==> src/rtl/bp_ctrl_pkg.sv <==
// Shared constants, entry layout and compare helpers for the branch-prediction controller.
package bp_ctrl_pkg;
  localparam int INST_ADDR_W = 32;
  localparam logic [INST_ADDR_W-1:0] REDIRECT_OFFSET = 32'h4;
  localparam logic JUMP_ENABLE  = 1'b1;
  localparam logic JUMP_DISABLE = 1'b0;
  localparam logic RST_ENABLE   = 1'b0;

  localparam logic [0:0] ST_IDLE     = 1'b0;
  localparam logic [0:0] ST_REDIRECT = 1'b1;

  typedef struct packed {
    logic [INST_ADDR_W-1:0] pc;
    logic                   taken;
    logic [INST_ADDR_W-1:0] target;
  } bp_entry_t;

  localparam int ENTRY_W = $bits(bp_entry_t);

  function automatic logic is_mispredict(bp_entry_t e, logic res_taken,
                                         logic [INST_ADDR_W-1:0] res_addr);
    return (e.taken != res_taken) || (res_taken && (e.target != res_addr));
  endfunction

  // Not-taken falls through to pc+4 and wraps at the top of the address space.
  function automatic logic [INST_ADDR_W-1:0] fix_target(bp_entry_t e, logic res_taken,
                                                        logic [INST_ADDR_W-1:0] res_addr);
    return res_taken ? res_addr : e.pc + REDIRECT_OFFSET;
  endfunction
endpackage

==> src/rtl/bp_ctrl_if.sv <==
// Fetch/execute-facing signal bundle of bp_ctrl; master drives predictions and resolutions.
interface bp_ctrl_if;
  import bp_ctrl_pkg::*;

  logic                   pred_valid_i;
  logic                   pred_taken_i;
  logic [INST_ADDR_W-1:0] pred_pc_i;
  logic [INST_ADDR_W-1:0] pred_addr_i;
  logic                   res_valid_i;
  logic                   res_taken_i;
  logic [INST_ADDR_W-1:0] res_addr_i;
  logic                   hold_i;
  logic                   full_o;
  logic                   jump_flag_o;
  logic [INST_ADDR_W-1:0] jump_addr_o;
  logic                   flush_o;
  logic                   err_o;
  logic [31:0]            perf_res_cnt_o;
  logic [31:0]            perf_mis_cnt_o;

  modport master (
    output pred_valid_i, pred_taken_i, pred_pc_i, pred_addr_i,
    output res_valid_i, res_taken_i, res_addr_i, hold_i,
    input  full_o, jump_flag_o, jump_addr_o, flush_o, err_o,
    input  perf_res_cnt_o, perf_mis_cnt_o
  );

  modport slave (
    input  pred_valid_i, pred_taken_i, pred_pc_i, pred_addr_i,
    input  res_valid_i, res_taken_i, res_addr_i, hold_i,
    output full_o, jump_flag_o, jump_addr_o, flush_o, err_o,
    output perf_res_cnt_o, perf_mis_cnt_o
  );
endinterface

==> src/rtl/bp_ctrl_fifo.sv <==
// bp_fifo: synchronous FIFO with pointer flush; wr_vld/rd_vld must already be qualified by
// the caller (no write when full unless reading, no read when empty). Read data is combinational.
module bp_fifo
  import bp_ctrl_pkg::*;
#(
  parameter int WIDTH = 8,
  parameter int DEPTH = 4
) (
  input  logic             clk,
  input  logic             rst,
  input  logic             flush,
  input  logic             wr_vld,
  input  logic [WIDTH-1:0] wr_dat,
  input  logic             rd_vld,
  output logic [WIDTH-1:0] rd_dat,
  output logic             full,
  output logic             empty
);
  localparam int AW = $clog2(DEPTH);
  localparam int PW = AW + 1;

  logic [PW-1:0]    wr_ptr;
  logic [PW-1:0]    rd_ptr;
  logic [WIDTH-1:0] mem [DEPTH];

  always_ff @(posedge clk) begin
    if (rst == RST_ENABLE || flush) begin
      wr_ptr <= '0;
      rd_ptr <= '0;
    end else begin
      if (wr_vld) wr_ptr <= wr_ptr + PW'(1);
      if (rd_vld) rd_ptr <= rd_ptr + PW'(1);
    end
  end

  always_ff @(posedge clk) begin
    if (wr_vld && !flush) mem[wr_ptr[AW-1:0]] <= wr_dat;
  end

  // Extra MSB distinguishes a wrapped (full) queue from an empty one.
  assign full   = (wr_ptr[AW] != rd_ptr[AW]) && (wr_ptr[AW-1:0] == rd_ptr[AW-1:0]);
  assign empty  = (wr_ptr == rd_ptr);
  assign rd_dat = mem[rd_ptr[AW-1:0]];
endmodule

==> src/rtl/bp_ctrl.sv <==
// Branch-prediction controller: in-order prediction queue, mispredict redirect/flush one cycle
// after resolution, fetch back-pressure via full_o. Perf counters built only with BP_PERF_CNT_EN.
module bp_ctrl
  import bp_ctrl_pkg::*;
#(
  parameter int DEPTH = 4
) (
  input logic     clk,
  input logic     rst,
  bp_ctrl_if.slave bus
);
  logic [0:0]         state;
  logic [ENTRY_W-1:0] rd_dat;
  bp_entry_t          head;
  bp_entry_t          new_ent;
  logic               full;
  logic               empty;
  logic               idle;
  logic               pop;
  logic               push;
  logic               mis;
  logic               err_cond;
  logic [INST_ADDR_W-1:0] jump_addr;
  logic               err;

  assign idle = (state == ST_IDLE);
  assign head = rd_dat;
  assign new_ent = '{pc: bus.pred_pc_i, taken: bus.pred_taken_i, target: bus.pred_addr_i};

  assign pop  = bus.res_valid_i & ~bus.hold_i & ~empty & idle;
  assign mis  = pop & is_mispredict(head, bus.res_taken_i, bus.res_addr_i);
  // A push in the mispredict cycle belongs to the wrong path and is dropped.
  assign push = bus.pred_valid_i & ~bus.hold_i & idle & (~full | pop) & ~mis;

  assign err_cond = ~bus.hold_i & idle &
                    ((bus.res_valid_i & empty) | (bus.pred_valid_i & full & ~pop));

  bp_fifo #(.WIDTH(ENTRY_W), .DEPTH(DEPTH)) u_fifo (
    .clk    (clk),
    .rst    (rst),
    .flush  (mis),
    .wr_vld (push),
    .wr_dat (new_ent),
    .rd_vld (pop),
    .rd_dat (rd_dat),
    .full   (full),
    .empty  (empty)
  );

  always_ff @(posedge clk) begin
    if (rst == RST_ENABLE) begin
      state     <= ST_IDLE;
      jump_addr <= '0;
      err       <= 1'b0;
    end else begin
      case (state)
        ST_IDLE: begin
          if (mis) begin
            state     <= ST_REDIRECT;
            jump_addr <= fix_target(head, bus.res_taken_i, bus.res_addr_i);
          end
        end
        default: state <= ST_IDLE;
      endcase
      if (err_cond) err <= 1'b1;
    end
  end

  assign bus.full_o      = full;
  assign bus.jump_flag_o = (state == ST_REDIRECT) ? JUMP_ENABLE : JUMP_DISABLE;
  assign bus.flush_o     = (state == ST_REDIRECT);
  assign bus.jump_addr_o = jump_addr;
  assign bus.err_o       = err;

`ifdef BP_PERF_CNT_EN
  logic [31:0] res_cnt;
  logic [31:0] mis_cnt;

  always_ff @(posedge clk) begin
    if (rst == RST_ENABLE) begin
      res_cnt <= '0;
      mis_cnt <= '0;
    end else begin
      if (pop) res_cnt <= res_cnt + 32'd1;
      if (mis) mis_cnt <= mis_cnt + 32'd1;
    end
  end

  assign bus.perf_res_cnt_o = res_cnt;
  assign bus.perf_mis_cnt_o = mis_cnt;
`else
  assign bus.perf_res_cnt_o = 32'h0;
  assign bus.perf_mis_cnt_o = 32'h0;
`endif
endmodule

==> src/flat_wrapper.sv <==
// flat-port wrapper written by rule: the top's interface ports become plain ports
module bp_ctrl_flat import bp_ctrl_pkg::*;
#(
  parameter int DEPTH = 4
)
  (clk, rst, bus_pred_valid_i, bus_pred_taken_i, bus_pred_pc_i, bus_pred_addr_i, bus_res_valid_i, bus_res_taken_i, bus_res_addr_i, bus_hold_i, bus_full_o, bus_jump_flag_o, bus_jump_addr_o, bus_flush_o, bus_err_o, bus_perf_res_cnt_o, bus_perf_mis_cnt_o);
  bp_ctrl_if bus_i ();
  input logic clk;
  input logic rst;
  input wire logic [$bits(bus_i.pred_valid_i)-1:0] bus_pred_valid_i;
  input wire logic [$bits(bus_i.pred_taken_i)-1:0] bus_pred_taken_i;
  input wire logic [$bits(bus_i.pred_pc_i)-1:0] bus_pred_pc_i;
  input wire logic [$bits(bus_i.pred_addr_i)-1:0] bus_pred_addr_i;
  input wire logic [$bits(bus_i.res_valid_i)-1:0] bus_res_valid_i;
  input wire logic [$bits(bus_i.res_taken_i)-1:0] bus_res_taken_i;
  input wire logic [$bits(bus_i.res_addr_i)-1:0] bus_res_addr_i;
  input wire logic [$bits(bus_i.hold_i)-1:0] bus_hold_i;
  output wire logic [$bits(bus_i.full_o)-1:0] bus_full_o;
  output wire logic [$bits(bus_i.jump_flag_o)-1:0] bus_jump_flag_o;
  output wire logic [$bits(bus_i.jump_addr_o)-1:0] bus_jump_addr_o;
  output wire logic [$bits(bus_i.flush_o)-1:0] bus_flush_o;
  output wire logic [$bits(bus_i.err_o)-1:0] bus_err_o;
  output wire logic [$bits(bus_i.perf_res_cnt_o)-1:0] bus_perf_res_cnt_o;
  output wire logic [$bits(bus_i.perf_mis_cnt_o)-1:0] bus_perf_mis_cnt_o;
  assign bus_i.pred_valid_i = bus_pred_valid_i;
  assign bus_i.pred_taken_i = bus_pred_taken_i;
  assign bus_i.pred_pc_i = bus_pred_pc_i;
  assign bus_i.pred_addr_i = bus_pred_addr_i;
  assign bus_i.res_valid_i = bus_res_valid_i;
  assign bus_i.res_taken_i = bus_res_taken_i;
  assign bus_i.res_addr_i = bus_res_addr_i;
  assign bus_i.hold_i = bus_hold_i;
  assign bus_full_o = bus_i.full_o;
  assign bus_jump_flag_o = bus_i.jump_flag_o;
  assign bus_jump_addr_o = bus_i.jump_addr_o;
  assign bus_flush_o = bus_i.flush_o;
  assign bus_err_o = bus_i.err_o;
  assign bus_perf_res_cnt_o = bus_i.perf_res_cnt_o;
  assign bus_perf_mis_cnt_o = bus_i.perf_mis_cnt_o;
  bp_ctrl #(.DEPTH(DEPTH)) u_core (.clk(clk), .rst(rst), .bus(bus_i));
endmodule
==> config.mk <==
export PLATFORM = sky130hd
export DESIGN_NAME = bp_ctrl_flat
export DESIGN_NICKNAME = d
export VERILOG_FILES = /design/src/rtl/bp_ctrl_pkg.sv /design/src/rtl/bp_ctrl_if.sv /design/src/rtl/bp_ctrl_fifo.sv /design/src/rtl/bp_ctrl.sv /design/src/flat_wrapper.sv
export SDC_FILE = /design/constraint.sdc
export NUM_CORES = 1
export LEC_CHECK = 0
export ABC_CLOCK_PERIOD_IN_PS = 13000
export CAP_MARGIN = 10
export CORE_UTILIZATION = 45
export DETAILED_ROUTE_END_ITERATION = 6
export GPL_ROUTABILITY_DRIVEN = 0
export GPL_TIMING_DRIVEN = 0
export PLACE_DENSITY = 0.69
export SLEW_MARGIN = 10
export SYNTH_ARGS = -nofsm -noshare
export SYNTH_HDL_FRONTEND = slang
export SYNTH_SLANG_ARGS = --single-unit
==> constraint.sdc <==
create_clock -name clk -period 13 [get_ports clk]
set_input_delay 3.9 -clock clk [delete_from_list [all_inputs] [get_ports clk]]
set_output_delay 3.9 -clock clk [all_outputs]
set_load 0.02 [all_outputs]
==> results of run 1 <==
==> cells in the mapped netlist, drive strengths merged (2+ instances only) <==
| cell | count | area (um2) |
|---|---|---|
| o211ai | 24 | 180 |
| buf | 90 | 734 |
| and3 | 4 | 27.5 |
| dlygate4sd3 | 3 | 30.0 |
| edfxtp | 260 | 7810 |
| o2bb2ai | 2 | 17.5 |
| nand2 | 57 | 214 |
| or4 | 2 | 18.8 |
| xnor2 | 37 | 324 |
| nand3 | 12 | 60.1 |
| clkbuf | 6 | 31.3 |
| nand3b | 2 | 15.0 |
| mux4 | 53 | 1230 |
| dfxtp | 42 | 841 |
| nor2b | 5 | 31.3 |
| inv | 4 | 15.0 |
| nor2 | 21 | 78.8 |
| xor2 | 34 | 298 |
| or2b | 12 | 90.1 |
| a21oi | 2 | 10.0 |
| nand4 | 10 | 62.6 |
| ha | 6 | 75.1 |
| mux2i | 58 | 581 |
| o21ai | 8 | 43.8 |
| or2 | 2 | 12.5 |
| nor4 | 8 | 68.8 |
| nand2b | 12 | 75.1 |
| nor3 | 13 | 65.1 |
| mux2 | 4 | 45.0 |
==> registers in the layout, indices dropped and copies added, names as in the netlist, named ones only <==
signal                  flops
u_core.bus.jump_addr_o     32
u_core.u_fifo.wr_ptr        3
u_core.u_fifo.mem         260
u_core.bus.flush_o          1
u_core.bus.err_o            1
u_core.u_fifo.rd_ptr        3
==> metrics by stage <==
stage | power [W] | area [um2] | utilization (%) | hold WS (ns)
5_1_grt | 0.00226 | 16400 | 57.2 | 0.479
3_3_place_gp | 0.00133 | 15300 | 53.1 | 0.449
4_1_cts | 0.00220 | 16400 | 57.2 | 0.466
3_5_place_dp | 0.00133 | 15400 | 53.7 | 0.458
6_report | 0.00219 | 16400 | 57.2 | 0.459
2_1_floorplan | 0.00124 | 13400 | - | 0.531
==> worst max-delay path, stage by stage <==
cell and delay [ns]:
clkdlybuf4s50_1 0.57, xnor2_1 0.20, a2111oi_0 0.41, o22ai_1 0.17, or4_4 0.54, o21ai_2 0.14, buf_6 0.19, and3_4 0.55
buf_12 0.31
==> kinds of logic after synthesis <==
family | share of synthesized area [%]
flip-flops | 65.5
multiplexers | 14.0
buffers and inverters | 6.23
adder cells (fa/ha/maj) | 0.568
other | 0.0284
XOR/XNOR | 4.71
AO/OA/AOI/OAI | 2.51
AND/OR/NAND/NOR | 6.44
==> layout make-up <==
class                      count  area [um2]
fill                        2233       12300
sequential                   302        8650
multi-input combinational    466        3990
timing repair buffer         142        1500
clock buffer                  39         806
buffer                       100         805
tap                          384         480
clock inverter                14         195
inverter                       5        18.8
==> final timing paths <==
| check | end | startpoint | cells past startpoint | slack (ns) |
|---|---|---|---|---|
| min reg2reg | u_core.bus.jump_addr_o[11]$_SDFFE_PN0P_ | u_core.bus.jump_addr_o[11]$_SDFFE_PN0P_ | 2 | 0.46 |
| max reg2reg | u_core.u_fifo.mem[1][54]$_DFFE_PP_ | register | 12 | 8.83 |
| min | u_core.bus.jump_addr_o[11]$_SDFFE_PN0P_ | u_core.bus.jump_addr_o[11]$_SDFFE_PN0P_ | 2 | 0.46 |
| max | u_core.u_fifo.mem[1][54]$_DFFE_PP_ | bus_res_addr_i[14] | 9 | 6.19 |
==> power by group through the flow <==
stage               clock network (W)  logic [W]  registers [W]
finish                       0.000880   0.000224        0.00109
CTS                          0.000893   0.000225        0.00109
global route                 0.000929   0.000240        0.00109
detailed placement                  0   0.000224        0.00111
floorplan                           0   0.000131        0.00111
global placement                    0   0.000218        0.00111
==> routing by layer <==
| metal | up-vias | global-route usage, % | share of wire, % |
|---|---|---|---|
| li1 | 3445 | - | - |
| met1 | 3725 | 28.7 | 44 |
| met2 | 308 | 32.2 | 48 |
| met3 | 32 | 3.49 | 7.0 |
| met4 | 0 | 3.98 | 1.3 |
| met5 | - | 0 | 0 |
==> results.sh, run 1 <==
export IMPL_status="finished clean"
export IMPL_ys_types=56
export IMPL_post_drt_wl_per_cell_um=20.8
export IMPL_cts_root_buf="clkbuf_16"
export IMPL_cp_max_fo=36
export IMPL_finalCriticalPeriod_ns=6.81
export IMPL_die_y_um=173
export IMPL_routed_wl_um=30200
export IMPL_viasPerCell=5.17
export IMPL_dieArea_mm2=0.0300
export IMPL_p_int_w=0.00172
export IMPL_grt_ovfl_total=0
export IMPL_tightest_slew_ns=1.02
export IMPL_diodes=0
export IMPL_fin_skew_ns=0.0134
export IMPL_grt_antenna_before_repair=0
export IMPL_core_mm2=0.0288
export IMPL_pwr_share_comb_pct=10.2
export IMPL_first_pass_iters=5
export IMPL_p_clk_share_pct=40.2
export IMPL_slew_headroom_pct=31.6
export IMPL_die_w_um=173
export IMPL_slew_viol_final=0
export IMPL_cts_buffers=31
export IMPL_area_growth_pct=24.5
export IMPL_ant_nets=0
export IMPL_max_freq_mhz=147
export IMPL_crit_type="in2reg"
export IMPL_cts_resized=0
export IMPL_vias=7510
export IMPL_clk_pin_slew_ns=0.06
export IMPL_synthCells=810
export IMPL_post_cts_buffers=0
export IMPL_worst_ep_required_time_ns=13.23
export IMPL_drc_errors=0
export IMPL_drive_above_1_share_pct=18.4
export IMPL_clock_path_buffers=3
export IMPL_fin_cells=1452
export IMPL_p_sw_w=0.000474
export IMPL_cts_tree="built"
export IMPL_maxCapViolations=0
export IMPL_synth_seq_area_share_pct=65.5
export IMPL_critPathCaptureType="register"
export IMPL_layout_common_cells="edfxtp_1, clkdlybuf4s50_1, buf_4"
export IMPL_p_leak_nw=5.78
export IMPL_timing_final_ws_setup_ns=6.19
export IMPL_period_share_pct=52.3
export IMPL_async_flop_share_pct=0
export IMPL_start_util_pct=45.9
export IMPL_hold_viol_final=0
export IMPL_start_kind="input pin"
export IMPL_dp_cells=1399
export IMPL_tns_ns=0
export IMPL_seq_power_share_pct=49.6
export IMPL_rsz0062_at_grt="false"
export IMPL_hp_class="reg2reg"
export IMPL_synth_edf_count=260
export IMPL_portBuffers=136
export IMPL_cts_htree_levels=1
export IMPL_ys_warn_count=0
export IMPL_synthFlopType="edfxtp_1"
export IMPL_vdd_ir_drop_worst_uv=75.4
export IMPL_dp_slack_ns=5.62
export IMPL_dp_hpwl_um=21500
export IMPL_syn_area_per_cell_um2=16.3
export IMPL_grt_max_degree=38
export IMPL_ys_ff_latch=302
export IMPL_rows=62
export IMPL_clock_sinks=302
export IMPL_netSwitchingFraction_pct=21.6
export IMPL_setup_violations=0
export IMPL_final_nets=1157
export IMPL_layout_commonest_cell="edfxtp_1"
export IMPL_clock_latency_ns=0.55
export IMPL_critPathArrivalTime_ns=7.03
export IMPL_ctsHoldBuffers=0
export IMPL_first_global_vias=7302
export IMPL_grt_total_usage_pct=20.0
export IMPL_syn_area_mm2=0.0132
export IMPL_grt_pass1_wl_um=44900
export IMPL_drt_iter0_drc=599
export IMPL_p_per_area_mw_per_mm2=133
export IMPL_io_pins=203
Power figures use the tool's default switching activity.
==> inputs of run 2 (changes only) <==
--- a/config.mk
+++ b/config.mk
@@ -5,7 +5,7 @@
 export SDC_FILE = /design/constraint.sdc
 export NUM_CORES = 1
 export LEC_CHECK = 0
-export ABC_CLOCK_PERIOD_IN_PS = 13000
+export ABC_CLOCK_PERIOD_IN_PS = 7080
 export CAP_MARGIN = 10
 export CORE_UTILIZATION = 45
 export DETAILED_ROUTE_END_ITERATION = 6
==> constraint.sdc (replaced) <==
create_clock -name clk -period 7.08 [get_ports clk]
set_input_delay 2.124 -clock clk [delete_from_list [all_inputs] [get_ports clk]]
set_output_delay 2.124 -clock clk [all_outputs]
set_load 0.02 [all_outputs]
==> results of run 2 <==
The final DEF is identical to that of run 1. Status: finished clean.
Among the figures that moved: setup slack after placement 5.62 ns -> 1.48 ns; setup slack after layout 6.19 ns -> 2.05 ns; register-to-register setup slack 8.83 ns -> 2.91 ns; total power 0.00219 W -> 0.00402 W; worst IR drop on VDD 75.4 uV -> 138 uV
